--- src/rtl/adc_master_pkg.sv ---
// Shared definitions for the oven ADC nibble link (master and slave agree on nibble order).
package adc_master_pkg;

  typedef enum logic [2:0] {
    IDLE   = 3'd0,
    SETUP  = 3'd1,
    STROBE = 3'd2,
    HOLD   = 3'd3,
    DONE   = 3'd4
  } state_t;

  localparam int FRAME_NIBBLES = 7;
  localparam int SNAP_W        = 28;

  localparam logic [2:0] NIB_DIGIT_LO = 3'd0;
  localparam logic [2:0] NIB_DIGIT_HI = 3'd1;
  localparam logic [2:0] NIB_CUR_LO   = 3'd2;
  localparam logic [2:0] NIB_CUR_HI   = 3'd3;
  localparam logic [2:0] NIB_SET_LO   = 3'd4;
  localparam logic [2:0] NIB_SET_HI   = 3'd5;
  localparam logic [2:0] NIB_SET_TIME = 3'd6;
  localparam logic [2:0] NIB_LAST     = NIB_SET_TIME;

  // Snapshot layout: nibble i lives at bits [4i+3:4i].
  function automatic logic [SNAP_W-1:0] pack_snapshot(
    input logic [7:0] digit,
    input logic [7:0] cur_temp,
    input logic [7:0] tgt_temp,
    input logic [3:0] tgt_time
  );
    return {tgt_time, tgt_temp, cur_temp, digit};
  endfunction

endpackage

--- src/rtl/adc_nibble_mux.sv ---
// Combinational nibble selector over the 28-bit frame snapshot; index 7 yields 0.
import adc_master_pkg::*;

module adc_nibble_mux (
  input  logic [SNAP_W-1:0] snap_i,
  input  logic [2:0]        idx_i,
  output logic [3:0]        nib_o
);

  always_comb begin
    nib_o = 4'h0;
    case (idx_i)
      NIB_DIGIT_LO: nib_o = snap_i[3:0];
      NIB_DIGIT_HI: nib_o = snap_i[7:4];
      NIB_CUR_LO:   nib_o = snap_i[11:8];
      NIB_CUR_HI:   nib_o = snap_i[15:12];
      NIB_SET_LO:   nib_o = snap_i[19:16];
      NIB_SET_HI:   nib_o = snap_i[23:20];
      NIB_SET_TIME: nib_o = snap_i[27:24];
      default:      nib_o = 4'h0;
    endcase
  end

endmodule

--- src/rtl/adc_master.sv ---
// Transmit end of the oven ADC nibble link: snapshots payload, sends 7 strobed nibbles.
// Optional periodic self-triggering is enabled with `define ADC_MASTER_AUTO_EN.
import adc_master_pkg::*;

module adc_master #(
  parameter int SETUP_CYC = 2,
  parameter int HIGH_CYC  = 2,
  parameter int HOLD_CYC  = 2
`ifdef ADC_MASTER_AUTO_EN
  , parameter int AUTO_PERIOD = 1000000
`endif
) (
  input  logic       clk,
  input  logic       rst_n,
  input  logic       send,
  input  logic [7:0] digit_adc,
  input  logic [7:0] current_temp,
  input  logic [7:0] set_temp,
  input  logic [3:0] set_time,
  output logic       adc_int,
  output logic [3:0] data,
  output logic       busy,
  output logic       done
);

  localparam int MAX_CYC = (SETUP_CYC > HIGH_CYC) ?
                           ((SETUP_CYC > HOLD_CYC) ? SETUP_CYC : HOLD_CYC) :
                           ((HIGH_CYC > HOLD_CYC) ? HIGH_CYC : HOLD_CYC);
  localparam int CW = $clog2(MAX_CYC + 1);
  localparam logic [CW-1:0] SETUP_LAST = CW'(SETUP_CYC - 1);
  localparam logic [CW-1:0] HIGH_LAST  = CW'(HIGH_CYC - 1);
  localparam logic [CW-1:0] HOLD_LAST  = CW'(HOLD_CYC - 1);

  state_t              state_q, state_d;
  logic [CW-1:0]       cnt_q, cnt_d;
  logic [2:0]          idx_q, idx_d;
  logic [SNAP_W-1:0]   snap_q, snap_d;
  logic                adc_int_q, adc_int_d;
  logic [3:0]          data_q, data_d;
  logic                busy_q, busy_d;
  logic                done_q, done_d;
  logic [3:0]          nib;
  logic                req;

`ifdef ADC_MASTER_AUTO_EN
  localparam int PW = (AUTO_PERIOD > 1) ? $clog2(AUTO_PERIOD) : 1;
  localparam logic [PW-1:0] PER_LAST = PW'(AUTO_PERIOD - 1);

  logic [PW-1:0] per_q, per_d;
  logic          auto_tick;

  // Free-running period counter; a tick landing while busy is simply lost.
  always_comb begin
    auto_tick = (per_q == PER_LAST);
    per_d     = auto_tick ? '0 : per_q + PW'(1);
  end

  always_ff @(posedge clk) begin
    if (!rst_n) per_q <= '0;
    else        per_q <= per_d;
  end

  assign req = send | auto_tick;
`else
  assign req = send;
`endif

  // Looks ahead at the next snapshot/index so data is registered on SETUP entry.
  adc_nibble_mux u_mux (
    .snap_i (snap_d),
    .idx_i  (idx_d),
    .nib_o  (nib)
  );

  always_comb begin
    state_d   = state_q;
    cnt_d     = cnt_q;
    idx_d     = idx_q;
    snap_d    = snap_q;
    adc_int_d = 1'b0;
    data_d    = data_q;
    busy_d    = busy_q;
    done_d    = 1'b0;
    case (state_q)
      IDLE: begin
        busy_d = 1'b0;
        if (req) begin
          snap_d  = pack_snapshot(digit_adc, current_temp, set_temp, set_time);
          idx_d   = 3'd0;
          cnt_d   = '0;
          state_d = SETUP;
          data_d  = nib;
          busy_d  = 1'b1;
        end
      end
      SETUP: begin
        if (cnt_q == SETUP_LAST) begin
          cnt_d     = '0;
          state_d   = STROBE;
          adc_int_d = 1'b1;
        end else begin
          cnt_d = cnt_q + CW'(1);
        end
      end
      STROBE: begin
        adc_int_d = 1'b1;
        if (cnt_q == HIGH_LAST) begin
          cnt_d     = '0;
          state_d   = HOLD;
          adc_int_d = 1'b0;
        end else begin
          cnt_d = cnt_q + CW'(1);
        end
      end
      HOLD: begin
        if (cnt_q == HOLD_LAST) begin
          cnt_d = '0;
          if (idx_q == NIB_LAST) begin
            state_d = DONE;
            done_d  = 1'b1;
            busy_d  = 1'b0;
            data_d  = 4'h0;
          end else begin
            idx_d   = idx_q + 3'd1;
            state_d = SETUP;
            data_d  = nib;
          end
        end else begin
          cnt_d = cnt_q + CW'(1);
        end
      end
      DONE: begin
        busy_d  = 1'b0;
        state_d = IDLE;
      end
      default: begin
        state_d = IDLE;
        busy_d  = 1'b0;
        data_d  = 4'h0;
      end
    endcase
  end

  always_ff @(posedge clk) begin
    if (!rst_n) begin
      state_q   <= IDLE;
      cnt_q     <= '0;
      idx_q     <= 3'd0;
      snap_q    <= '0;
      adc_int_q <= 1'b0;
      data_q    <= 4'h0;
      busy_q    <= 1'b0;
      done_q    <= 1'b0;
    end else begin
      state_q   <= state_d;
      cnt_q     <= cnt_d;
      idx_q     <= idx_d;
      snap_q    <= snap_d;
      adc_int_q <= adc_int_d;
      data_q    <= data_d;
      busy_q    <= busy_d;
      done_q    <= done_d;
    end
  end

  assign adc_int = adc_int_q;
  assign data    = data_q;
  assign busy    = busy_q;
  assign done    = done_q;

endmodule

--- config.mk ---
export PLATFORM = sky130hd
export DESIGN_NAME = adc_master
export DESIGN_NICKNAME = d
export VERILOG_FILES = /design/src/rtl/adc_master_pkg.sv /design/src/rtl/adc_nibble_mux.sv /design/src/rtl/adc_master.sv
export SDC_FILE = /design/constraint.sdc
export NUM_CORES = 1
export LEC_CHECK = 0
export ABC_AREA = 1
export CAP_MARGIN = 20
export CORE_MARGIN = 5
export CORE_UTILIZATION = 57
export DETAILED_ROUTE_END_ITERATION = 10
export PLACE_DENSITY = 0.95
export SLEW_MARGIN = 20
export SYNTH_ARGS = -nofsm -noshare
export SYNTH_HDL_FRONTEND = slang
export SYNTH_SLANG_ARGS = --single-unit
--- constraint.sdc ---
create_clock -name clk -period 3.58 [get_ports clk]
set_clock_uncertainty 0.05 [all_clocks]
set_input_delay 0.537 -clock clk [delete_from_list [all_inputs] [get_ports clk]]
set_output_delay 0.537 -clock clk [all_outputs]
set_load 0.01 [all_outputs]
Word level (Yosys, flattened, before mapping) --
Index checks and enable logic that the tools add are counted.
Storage, ports and cells: output and inout bits 7, flip-flop bits (word level) 43, bits of input ports 31, word-level logic and storage cells 68
Operators by class: mux-type cells 28, bitwise gates (word level) 2, add/sub/neg operators 2, eq/ne operators 17, reduce and logical (&&, ||, !) cells 11
Operators by type and width (count):
- $mux 28 | 2
- $pmux 4 s7 | 1
- $mux 3 | 8
- $eq 3x3->1 const B | 5
- $eq 3x2->1 const B | 4
- $mux 4 | 3
- $pmux 3 s4 | 1
- $pmux 4 s3 | 1
- $ne 2x2->1 const B | 5
- $reduce_and 3->1 | 3
- $eq 3x1->1 const B | 2
- $logic_not 3->1 | 2
- $mux 1 | 6
- $pmux 3 s2 | 1
- $reduce_or 3->1 | 2
- $mux 2 | 2
- $pmux 2 s2 | 1
- $reduce_and 4->1 | 1
- $add 3x1->3 const B | 1
- $pmux 1 s3 | 1
- $add 2x1->2 const B | 1
- $eq 2x1->1 const B | 1
- $not 1->1 | 2
- $pmux 1 s2 | 1
- 3 further kinds | 3

Logic depth before layout (Yosys ltp) --
Gate-level depths: netlist (run 1).
depth after elaboration 9, mapped depth 16, gate-level depth less buffers 15

Cells and area by module --
A second synthesis (run 1) with hierarchy kept.
Second synthesis, totals: cells, all modules 400, area total of the unflattened synthesis 2603.7 um^2
By module, submodules not included:
- adc_master | times used 1, sequential area each 860.8 um^2, area an instance 2277.2 um^2, cells each 334
- adc_nibble_mux | times used 1, sequential area each 0.0 um^2, area an instance 326.6 um^2, cells each 66

Worst setup path before layout (run 1) --
Ideal clock, no wire load.
path kind register to register, from reg idx_q[0], to reg data_q[0], in the netlist data[0], path slack 1.784 ns, clock period less this slack 1.796 ns, data required time 3.397 ns, buffers on the path 1, library setup time 0.133 ns, cell stages (with the launch flop) 14, data arrival time 1.613 ns, cells stage by stage dfxtp_1 -> inv_1 -> ha_1 -> nand2_1 -> nand3_1 -> nand2_1 -> nand3_2 -> nand2_4 -> buf_12 -> inv_2 -> o31ai_2 -> inv_2 -> nand2_1 -> a21oi_2
On the way: longest elaborated chain between the ends 9, elaborated cells between the ends (all ways) 18, classes of those cells 1 x add/sub; 7 x eq/ne; 9 x mux; 1 x reduce/logical
RTL lines:
- start, declared | RTL line adc_master.sv:36 | logic [2:0] idx_q, idx_d;
- start signal, assigned | RTL line adc_master.sv:157 | idx_q <= idx_d;
- $add 3x1->3 or $eq 3x3->1 (tied branches) | RTL line adc_master.sv:124, adc_master.sv:118
- $mux 3 | RTL line adc_master.sv:118 | if (idx_q == NIB_LAST) begin
- $mux 3 | RTL line adc_master.sv:116 | if (cnt_q == HOLD_LAST) begin
- $pmux 3 s2 | RTL line adc_master.sv:84 | case (state_q)
- $eq 3x3->1, or another cell as far along | RTL line adc_nibble_mux.sv:12 | case (idx_i)
- $pmux 4 s7 | RTL line adc_nibble_mux.sv:12
- $mux 4 | RTL line adc_master.sv:118
- $mux 4 | RTL line adc_master.sv:116
- $pmux 4 s3 (*) | RTL line adc_master.sv:84
- end signal, assigned | RTL line adc_master.sv:160 | data_q <= data_d;
- end, declared | RTL line adc_master.sv:39 | logic [3:0] data_q, data_d;
Mark *: on every way between the ends. The rest lies on a longest branch, timed or not. The select of a mux whose other input is x is not followed. A chain may end at the register's enable or synchronous reset.

Worst setup path in the final report (run 1) --
from in send, to reg data_q[1], in the netlist data[1]
On the way: longest elaborated chain between the ends 7, elaborated cells between the ends (all ways) 18, classes of those cells 7 x eq/ne; 9 x mux; 2 x reduce/logical
RTL lines:
- start, declared | RTL line adc_master.sv:15 | input logic send,
- $mux 3 | RTL line adc_master.sv:87 | if (req) begin
- $pmux 3 s2 | RTL line adc_master.sv:84
- $eq 3x3->1, or another cell as far along | RTL line adc_nibble_mux.sv:12
- $pmux 4 s7 | RTL line adc_nibble_mux.sv:12
- $mux 4 | RTL line adc_master.sv:118
- $mux 4 | RTL line adc_master.sv:116
- $pmux 4 s3 | RTL line adc_master.sv:84
Parallel ways exist; a longest one is shown, timed or not. The select of a mux whose other input is x is not followed.

==> results by group, run 1 <==
Timing
  – Final setup viols: 0
  – Final min period: 2.363 ns
  – Final period util: 66.00%
  – RSZ-0062 raised after global routing: no
  – Fmax: 423.2 MHz
  – Final Hold Vio Count: 0
  – Post-route setup slack: 1.217 ns
  – Max Slew Vio Count: 0
  – Slew margin rel.: 57.16%
  – Worst-margin pin slew: 0.6419 ns
  – Setup TNS: 0 ns

Logic synthesis
  – Synth warn: 0
  – Post-synthesis compound-gate area fraction: 10.14%
  – Post-synthesis mux area share: 1.803%
  – Mapped Cells: 314
  – Syn_nets: 347
  – Register area share after synthesis: 38.76%
  – Main area contributors after synthesis: dfxtp_1, nand2_1, a21oi_1, nand3_1, nor2_1
  – Synth cell types: 29
  – Post-synthesis async set-or-reset flop share: 0%
  – Avg Cell Area, Syn: 7.073 um2
  – Simple-Gate Fraction of Synth Area: 41.35%
  – Cell type with the largest total area after synthesis: dfxtp_1
  – Yosys top cell area share: 38.76%
  – Post-synth EDFFs: 0
  – Mapped cell area: 2221 um2
  – Xor and xnor area share after synthesis: 0%
  – Ys flop type: dfxtp_1
  – Post-Synth Adder-Cell Area: 1.127%
  – Number of synthesized register bits: 43
  – Main combinational cell family by area after synthesis: simple AND/OR/NAND/NOR gates

CTS
  – Post CTS Setup Buffer Count: 0
  – TritonCTS clock tree: yes
  – Clk root buf: clkbuf_8
  – Clk Latency, worst-skew pair: 0.30 ns
  – Cts hold-fix bufs: 0
  – CTS Buf Count: 5
  – Clk slew on worst S/H paths: 0.08 ns
  – # resized after CTS: 0
  – # H-tree levels: 2
  – # clock sinks: 43
  – CTS Buffer Depth: 2

Hold path
  – Hold/Removal Path Class: register to register

Power
  – P_leak: 1.217 nW
  – Power Density: 584.0 nW/um2
  – Worst VDD drop: 0.3545 mV

Worst setup path
  – Max FO, Critical Path: 33
  – Critical Path Sink Type: register
  – Critical Setup Path Class: input pin to register
  – Crit path DAT: 2.48 ns
  – Startpoint Class: input pin
  – Worst path required time: 3.70 ns

Global routing
  – Largest net degree at the start of global routing: 34
  – GRT Total Usage: 19.56%
  – Initial antenna violation count: 0
  – Grt ovf: 0
  – First-pass GRT wire length: 8135 um
  – Vias in the first global route: 1978

Outcome
  – Status: complete, no violations

Die
  – Core box area: 3716 um2
  – Die X: 72.42 um
  – Die H: 72.42 um
  – FP Rows: 22
  – Starting Density: 59.76%
  – Io pins: 38
  – Die Footprint: 5245 um2

Cells and area
  – Area delta synth->final: 20.56%
  – Non-Filler Instances: 396
  – Design Area, Final: 2678 um2
  – ANT cells: 0
  – Commonest non-fill, non-tap cells in the layout: nand2_1, dfxtp_1, clkdlybuf4s50_1
  – Sequential cell area: 860.8 um2
  – Commonest non-fill, non-tap cell in the layout: nand2_1
  – Multi-input gate area: 1209 um2
  – Nets: 380
  – Share of layout cells above drive strength 1: 10.63%
  – Final Core Density: 72.05%
  – Fillcell total: 305

Placement
  – Pre-CTS setup slack: 0.9129 ns
  – Final Wtd Congestion: 0.9253
  – Placed insts: 388
  – DP Area: 2577 um2
  – HPWL after DPL: 3595 um
  – Port buffer count: 37

Route
  – Vias per inst: 5.222
  – # DRC: 0
  – DR vias: 2068
  – First-pass iteration count of the detailed router: 4
  – Final ANT Viol Nets: 0
  – Routed WL per cell: 12.11 um
  – Iteration-0 DRC Markers: 92
  – Routed wire length: 4794 um

Run
  – Max-cap viol count: 0
## registers in the layout (all words and copies together) (netlist names)
name / count
state_q: 3
idx_q: 3
data: 4
busy: 1
adc_int: 1
snap_q: 28
cnt_q: 2
done: 1
## logic make-up (layout without fill, tap and decap cells)
logic type                 after synthesis  count (layout)
adders and majority gates                2               2
DFF                                     43              43
AOI/OAI and AO/OA                       40              40
muxes                                    4               4
buffers and inverters                   30              64
and+or+nand+nor                        195             195
## layout make-up
type                       count  share of cell area (%)
tap                           48                   2.243
sequential                    43                   32.15
inverter                      18                   2.617
timing repair buffer          38                   14.11
multi-input combinational    241                   45.14
clock buffer                   8                   3.738
## worst max-delay path, cell delays in order
cell,delay [ns]
clkdlybuf4s50_1,0.40
inv_1,0.11
nor2_4,0.06
nand2_4,0.32
nand3_1,0.15
nand2_2,0.24
inv_2,0.17
nand2_2,0.13
nor2_1,0.05
nor2_1,0.14
nand2_1,0.07
nand2_1,0.07
a21oi_2,0.05
## synth_stat cells, types with 2 or more instances
library cell / instances
nand2_1: 118
dfxtp_1: 43
a21oi_1: 31
nor2_1: 29
nand3_1: 23
inv_1: 10
nand4_1: 9
inv_2: 7
a21oi_2: 4
buf_2: 4
clkbuf_1: 4
mux2i_1: 4
nand2_2: 3
nand3_2: 3
buf_4: 2
ha_1: 2
nand2_4: 2
nand3_4: 2
nor2_4: 2
nor2_8: 2
o21ai_0: 2
## report_power, final
part	internal [mW]	switching (mW)
combinational	0.222	0.380
sequential	0.574	0.0558
clock	0.176	0.155
total	0.972	0.592
## worst paths after layout
kind	startpoint	end	slack, ns	cells past startpoint
min reg2reg	busy$_SDFFE_PN0P_	busy$_SDFFE_PN0P_	0.42	2
min	busy$_SDFFE_PN0P_	busy$_SDFFE_PN0P_	0.42	2
max reg2reg	state_q[2]$_SDFFE_PN0P_	data[1]$_SDFFE_PN0P_	1.39	11
max	send	data[1]$_SDFFE_PN0P_	1.22	13
## metal layers
metal	wire length [um]	global-route usage, %	up-vias
met2	2304	33.37	58
met4	105	8.402	0
met3	292	5.817	11
met5	0	0	-
li1	-	-	1078
met1	2091	22.68	921
## through the flow
stage                     hold WS (ns)  power [mW]
after floorplan                 0.4008       1.080
after global placement          0.4053       1.219
after detailed placement        0.4033       1.239
after CTS                       0.4170       1.575
after global routing            0.4366       1.678
final                           0.4190       1.564
Note: power is estimated with default switching activity, not from simulation.
==> inputs of run 2 (changes only) <==
CORE_UTILIZATION = 47   (was 57)
PLACE_DENSITY = 0.87   (was 0.95)
clock period = 2.1 ns   (was 3.58 ns; I/O delays follow)
==> results by group, run 2 (synthesized netlist as in run 1, its figures left out) <==
Outcome
  – Status: complete, no violations

Route
  – Met3 WL: 259 um (-11%)
  – First-pass iteration count of the detailed router: 4 (unchanged)
  – DR vias: 2067 (-0.048%)
  – Vias per inst: 5.054 (-3.2%)
  – Met2 WL: 2535 um (+10%)
  – Met1 wire length: 2141 um (+2.4%)
  – Routed WL per cell: 12.36 um (+2.1%)
  – Iteration-0 DRC Markers: 110 (+20%)
  – Final ANT Viol Nets: 0 (unchanged)
  – Routed wire length: 5055 um (+5.4%)
  – # DRC: 0 (unchanged)
  – Highest metal used: met4

Global routing
  – First-pass GRT wire length: 8190 um (+0.68%)
  – Vias in the first global route: 1911 (-3.4%)
  – Initial antenna violation count: 0 (unchanged)
  – Grt ovf: 0 (unchanged)
  – Largest net degree at the start of global routing: 41 (+21%)
  – GRT Total Usage: 16.55% (-3.0 points)

Timing
  – Post-route setup slack: 0.1592 ns (-1.058 ns)
  – Final period util: 92.42%
  – Final setup viols: 0 (unchanged)
  – Max Slew Vio Count: 0 (unchanged)
  – Setup TNS: 0 ns (unchanged)
  – Final min period: 1.941 ns
  – Final Hold Vio Count: 0 (unchanged)
  – Fmax: 515.2 MHz
  – Worst-margin pin slew: 0.4286 ns (-0.2132 ns)
  – Hold WS: 0.4194 ns (+0.0004120 ns)
  – Slew margin rel.: 71.42% (+14 points)

Hold path
  – WHS Endpoint: busy$_SDFFE_PN0P_
  – HP Start: busy$_SDFFE_PN0P_
  – Hold/Removal Path Class: register to register
  – WHS Path Cells: 2 (unchanged)

Placement
  – Port buffer count: 37 (unchanged)
  – Pre-CTS setup slack: -0.02097 ns (-0.9339 ns)
  – Final Wtd Congestion: 0.8803 (-4.9%)
  – HPWL after DPL: 3685 um (+2.5%)

Power
  – Power share of the combinational group: 41.4% (+2.8 points)
  – Power Density: 976.2 nW/um2 (+67%)
  – P_int: 1.689 mW (+74%)
  – P_leak: 1.265 nW (+3.9%)
  – Power, Total: 2.724 mW (+74%)
  – Sequential Power Share: 39.3% (-1.0 points)
  – Worst VDD drop: 0.3974 mV (+12%)
  – Power share of the clock group: 19.4% (-1.8 points)
  – Switching pwr: 1.035 mW (+75%)
  – Net Sw Frac: 38.00% (+0.16 points)

Worst setup path
  – Critical Setup Path Class: register to register
  – Reg-to-reg endpoint: data[3]$_SDFFE_PN0P_
  – Worst r2r src: idx_q[0]$_SDFF_PN0_
  – Crit path DAT: 2.07 ns (-0.41 ns)
  – Worst path required time: 2.23 ns (-1.47 ns)
  – Critical Path Sink Type: register
  – Startpoint Class: register
  – Max FO, Critical Path: 6 (-82%)
  – R2R cell count: 12 (+1)
  – R2r setup slk: 0.16 ns (-1.23 ns)

Cells and area
  – Commonest non-fill, non-tap cell in the layout: nand2_1
  – Nets: 388 (+2.1%)
  – Most flops, register: snap_q
  – Multi-input gate area: 1247 um2 (+3.2%)
  – Sequential cell area: 862.1 um2 (+0.15%)
  – Area delta synth->final: 25.63%
  – Fillcell total: 417 (+37%)
  – Max reg flops: 28 (unchanged)
  – Commonest non-fill, non-tap cells in the layout: nand2_1, dfxtp_1, clkdlybuf4s50_1
  – ANT cells: 0 (unchanged)
  – Share of layout cells above drive strength 1: 13.24% (+2.6 points)

Die
  – Starting Density: 47.65% (-12 points)
  – Die H: 78.74 um (+8.7%)
  – Core box area: 4661 um2 (+25%)
  – Io pins: 38 (unchanged)
  – Die X: 78.74 um (+8.7%)
  – Die Footprint: 6200 um2 (+18%)
  – FP Rows: 25 (+14%)

CTS
  – Clk Latency, worst-skew pair: 0.30 ns (about the same)
  – # H-tree levels: 2 (unchanged)
  – Clk root buf: clkbuf_8
  – # clock sinks: 43 (unchanged)
  – Cts hold-fix bufs: 0 (unchanged)
  – Clk slew on worst S/H paths: 0.08 ns (about the same)
  – CTS Buffer Depth: 2 (unchanged)
  – TritonCTS clock tree: yes
  – CTS Buf Count: 5 (unchanged)

Run
  – Max-cap viol count: 0 (unchanged)
==> run 2: cell count changes in the layout (fill, tap and decap cells not counted), sizes merged <==
| cell | delta |
|---|---|
| clkinv | +1 |
| nand2 | +1 |
| clkbuf | -2 |
| buf | +7 |
==> run 2: power by group through the flow <==
| stage | Combinational (mW) | Sequential (mW) | Clock [mW] |
|---|---|---|---|
| 2_1_floorplan | 0.755 | 1.09 | 0 |
| 3_3_place_gp | 1.09 | 1.08 | 0 |
| 3_5_place_dp | 1.11 | 1.09 | 0 |
| 4_1_cts | 1.12 | 1.07 | 0.537 |
| 5_1_grt | 1.25 | 1.09 | 0.577 |
| 6_report | 1.13 | 1.07 | 0.528 |
==> run 2: area by class of cell <==
type | instances | area share, %
Sequential cell | 43 | 30.90
Clock inverter | 1 | 0.1794
Tap cell | 54 | 2.422
Clock buffer | 6 | 2.960
Timing Repair Buffer | 45 | 16.32
Inverter | 18 | 2.511
Multi-Input combinational cell | 242 | 44.71
==> run 2: layer usage <==
metal  track usage (%)  vias up
li1                  -     1096
met1             19.65      915
met2             28.35       45
met3             4.308       11
met4             6.643        0
met5                 0        -
==> run 2: metrics by stage <==
| stage | std cells | area [um2] | util [%] |
|---|---|---|---|
| 4_1_cts | 408 | 2750 | 59.01 |
| 5_1_grt | 409 | 2790 | 59.87 |
| 2_1_floorplan | 314 | 2221 | - |
| 3_5_place_dp | 401 | 2663 | 57.13 |
| 6_report | 409 | 2790 | 59.87 |
| 3_3_place_gp | 401 | 2663 | 57.13 |
==> run 2: how the worst max path moves through the flow <==
stage | startpoint | endpoint | slack (ns) | cells past startpoint
final | idx_q[0]$_SDFF_PN0_ | data[3]$_SDFFE_PN0P_ | 0.16 | 12
after global routing | idx_q[0]$_SDFF_PN0_ | data[3]$_SDFFE_PN0P_ | -0.02 | 14
after CTS | idx_q[0]$_SDFF_PN0_ | data[3]$_SDFFE_PN0P_ | 0.11 | 12
after detailed placement | send | data[3]$_SDFFE_PN0P_ | -0.02 | 13
after global placement | send | data[0]$_SDFFE_PN0P_ | 0.02 | 13
after floorplan | idx_q[0]$_SDFF_PN0_ | data[0]$_SDFFE_PN0P_ | 0.30 | 13
==> run 2: repair_timing <==
item / CTS / global route
setup buffers: 0 / 0
setup endpoints to repair: 0 / 4
resized for setup: 0 / 5
==> run 2: critical path: stages, from the launching register on <==
cell and delay (ns):
dfxtp_2 0.36, inv_1 0.06, ha_1 0.21, nand2_1 0.10, nand3_1 0.08, nand2_1 0.12, nand3_4 0.15, nand2_8 0.16
inv_2 0.05, o31ai_2 0.23, inv_2 0.08, nand2_1 0.09, a21oi_2 0.05
==> inputs of run 3 (changes only) <==
HOLD_SLACK_MARGIN = 0.05   (was default)
==> results of run 3 <==
No change in the layout: final DEF, timing and power equal those of run 2.
==> edit: new RTL, config.mk and constraints of run 3 <==
Set the parameter `HOLD_CYC` to 4 (it was 2).
--- a/src/rtl/adc_master.sv
+++ b/src/rtl/adc_master.sv
@@ -7,3 +7,3 @@
   parameter int HIGH_CYC  = 2,
-  parameter int HOLD_CYC  = 2
+  parameter int HOLD_CYC  = 4
 `ifdef ADC_MASTER_AUTO_EN
Check against the original RTL: not equivalent (Yosys sat finds a counterexample within 10 cycles, from zero or initial values and one cycle with rst_n low).
==> edit against run 3 <==
  * Count of clock-buffer cells in the layout increased by 2
  * Critical endpoint unchanged
  * Cell area increased by 9.3%
  * Area after synthesis increased by 6.4%
  * Setup slack got worse by 0.042 ns
  * Die area increased by 5.6%
  * Via count increased by 10%
  * Clock power increased by 4%
  * Wire length increased by 11%
  * Sequential cell count increased by 1
  * Power increased by 6.3%
==> edit: results (changes against run 3) <==
antenna_found_initial: 0  # unchanged
vdd_ir_drop_max_v: 0.000642  # +61%
dr_total_vias: 2282  # +10%
yosysSeqAreaShare: 0.373  # -0.0149
regMostFlops: "snap_q"
crit_path_max_incr_delay_ns: 0.38  # +0.02 ns
synthTopCellsByArea: "dfxtp_1, nand2_1, a21oi_1"
synth_common_cells: "nand2_1, dfxtp_1, inv_1, nor2_1, a21oi_1"
drt-total-wl_um: 5590  # +11%
grt_pass1_wl_um: 9340  # +14%
critical-path-top-delay-family: "simple AND/OR/NAND/NOR gates"
p_leak_nw: 1.48  # +17%
clk_latency_ns: 0.30  # about the same
fillers: 447  # +7.2%
fin_hold_ws_ns: 0.419  # -0.000116 ns
grt_use_total: 0.180  # +0.0141
synth_cells: 339  # +8.0%
placed_cells: 445  # +11%
vias_per_cell: 4.96  # -1.8%
synth_fp_nets: 376  # +8.4%
startpoint: "cnt_q[0]"
gp_congestion: 0.874  # -0.75%
drtIter0Drc: 195  # +77%
min_path_cells: 2  # unchanged
clockRootBuffer: "clkbuf_8"
n_antenna_cell: 0  # unchanged
status: "finished clean"
dpl.hpwl_um: 4150  # +13%
final_nets: 429  # +11%
r2r_slack_ns: 0.12  # -0.04 ns
drive_above_1_share: 0.148  # +0.0152
clock_path_buffers: 2  # unchanged
largest_reg_flops: 28  # unchanged
crit_slowest_cell: "dfxtp_4"
cp.arrival_ns: 2.17  # +0.10 ns
slew_headroom: 0.770  # +0.0561
place_ws_ns: -0.135  # -0.114 ns
grt_max_degree: 20  # -51%
yosys.area.top_type: "dfxtp_1"
min-delay-start: "busy"
grt_pass1_vias: 2187  # +14%
synth_cell_type_count: 29  # unchanged
finalCritPeriodShare: 0.944  # +0.0198
drt-pass1-iter-count: 4  # unchanged
async_reset_ff_frac: 0  # unchanged
rr_worst_depth: 15  # +3
clkTransAtPathRegs_ns: 0.08  # about the same
## edit: cell count changes after synthesis, moves of 2 or more
cell     before  now
nand3_1      23   16
ha_1          2    6
nand2_1     118  114
inv_2         7    4
inv_1        10   32
o21a_1        0    4
nor4_1        0    2
nand4_1       9   13
o21ai_0       2    6
nand3_2       3    6
a21oi_1      31   27
## edit: kinds of logic after synthesis
logic type               count (synthesis)  share of synthesized area
flip-flops                              44                      0.373
adder cells (fa/ha/maj)                  6                     0.0318
buffers and inverters                   48                     0.0884
AND/OR/NAND/NOR                        193                      0.384
multiplexers                             4                     0.0169
AO/OA/AOI/OAI                           44                      0.106
## edit: final timing paths
| kind | endpoint |
|---|---|
| min | busy |
| max reg2reg | data[3] |
| max | data[3] |
| min reg2reg | busy |
## edit: power by group
group	switching, mW	total [mW]	internal [mW]
Combinational	0.724	1.24	0.519
Clock	0.279	0.548	0.268
Sequential	0.0979	1.10	1.01
## edit: layout make-up
type,instances,area [µm²],share of cell area
multi-input combinational,247,1310,0.431
timing repair buffer,58,541,0.177
clock buffer,8,90.1,0.0295
sequential,44,887,0.291
inverter,36,135,0.0443
tap,67,83.8,0.0275
## edit: worst min-delay path: stages (launching register included)
cell and delay, ns:
dfxtp_1 0.31, nand2_1 0.06, a21oi_1 0.05
## edit: what timing repair did
item | CTS | global route
pin swaps | 2 | 3
buffers inserted | 4 | 3
gates resized for setup | 1 | 10
hold buffers | 0 | 0
gates cloned | 0 | 0
endpoints found under the setup margin | 4 | 4
## edit: layer usage
layer / wire length (µm) / GRT usage / vias up / part of all wire
met5: 0 / 0 / - / 0
met4: 99 / 0.0709 / 0 / 0.018
met3: 264 / 0.0399 / 10 / 0.047
met2: 2600 / 0.292 / 53 / 0.47
met1: 2620 / 0.230 / 1028 / 0.47
li1: - / - / 1191 / -
## edit: through the flow
stage / power, mW / TNS, ns / util / cell area [µm²]
2_1_floorplan: 1.90 / 0 / - / 2360
3_3_place_gp: 2.29 / -0.298 / 0.594 / 2860
3_5_place_dp: 2.31 / -0.413 / 0.594 / 2860
4_1_cts: 2.87 / 0 / 0.619 / 2980
5_1_grt: 3.13 / -0.0165 / 0.633 / 3050
6_report: 2.90 / 0 / 0.633 / 3050
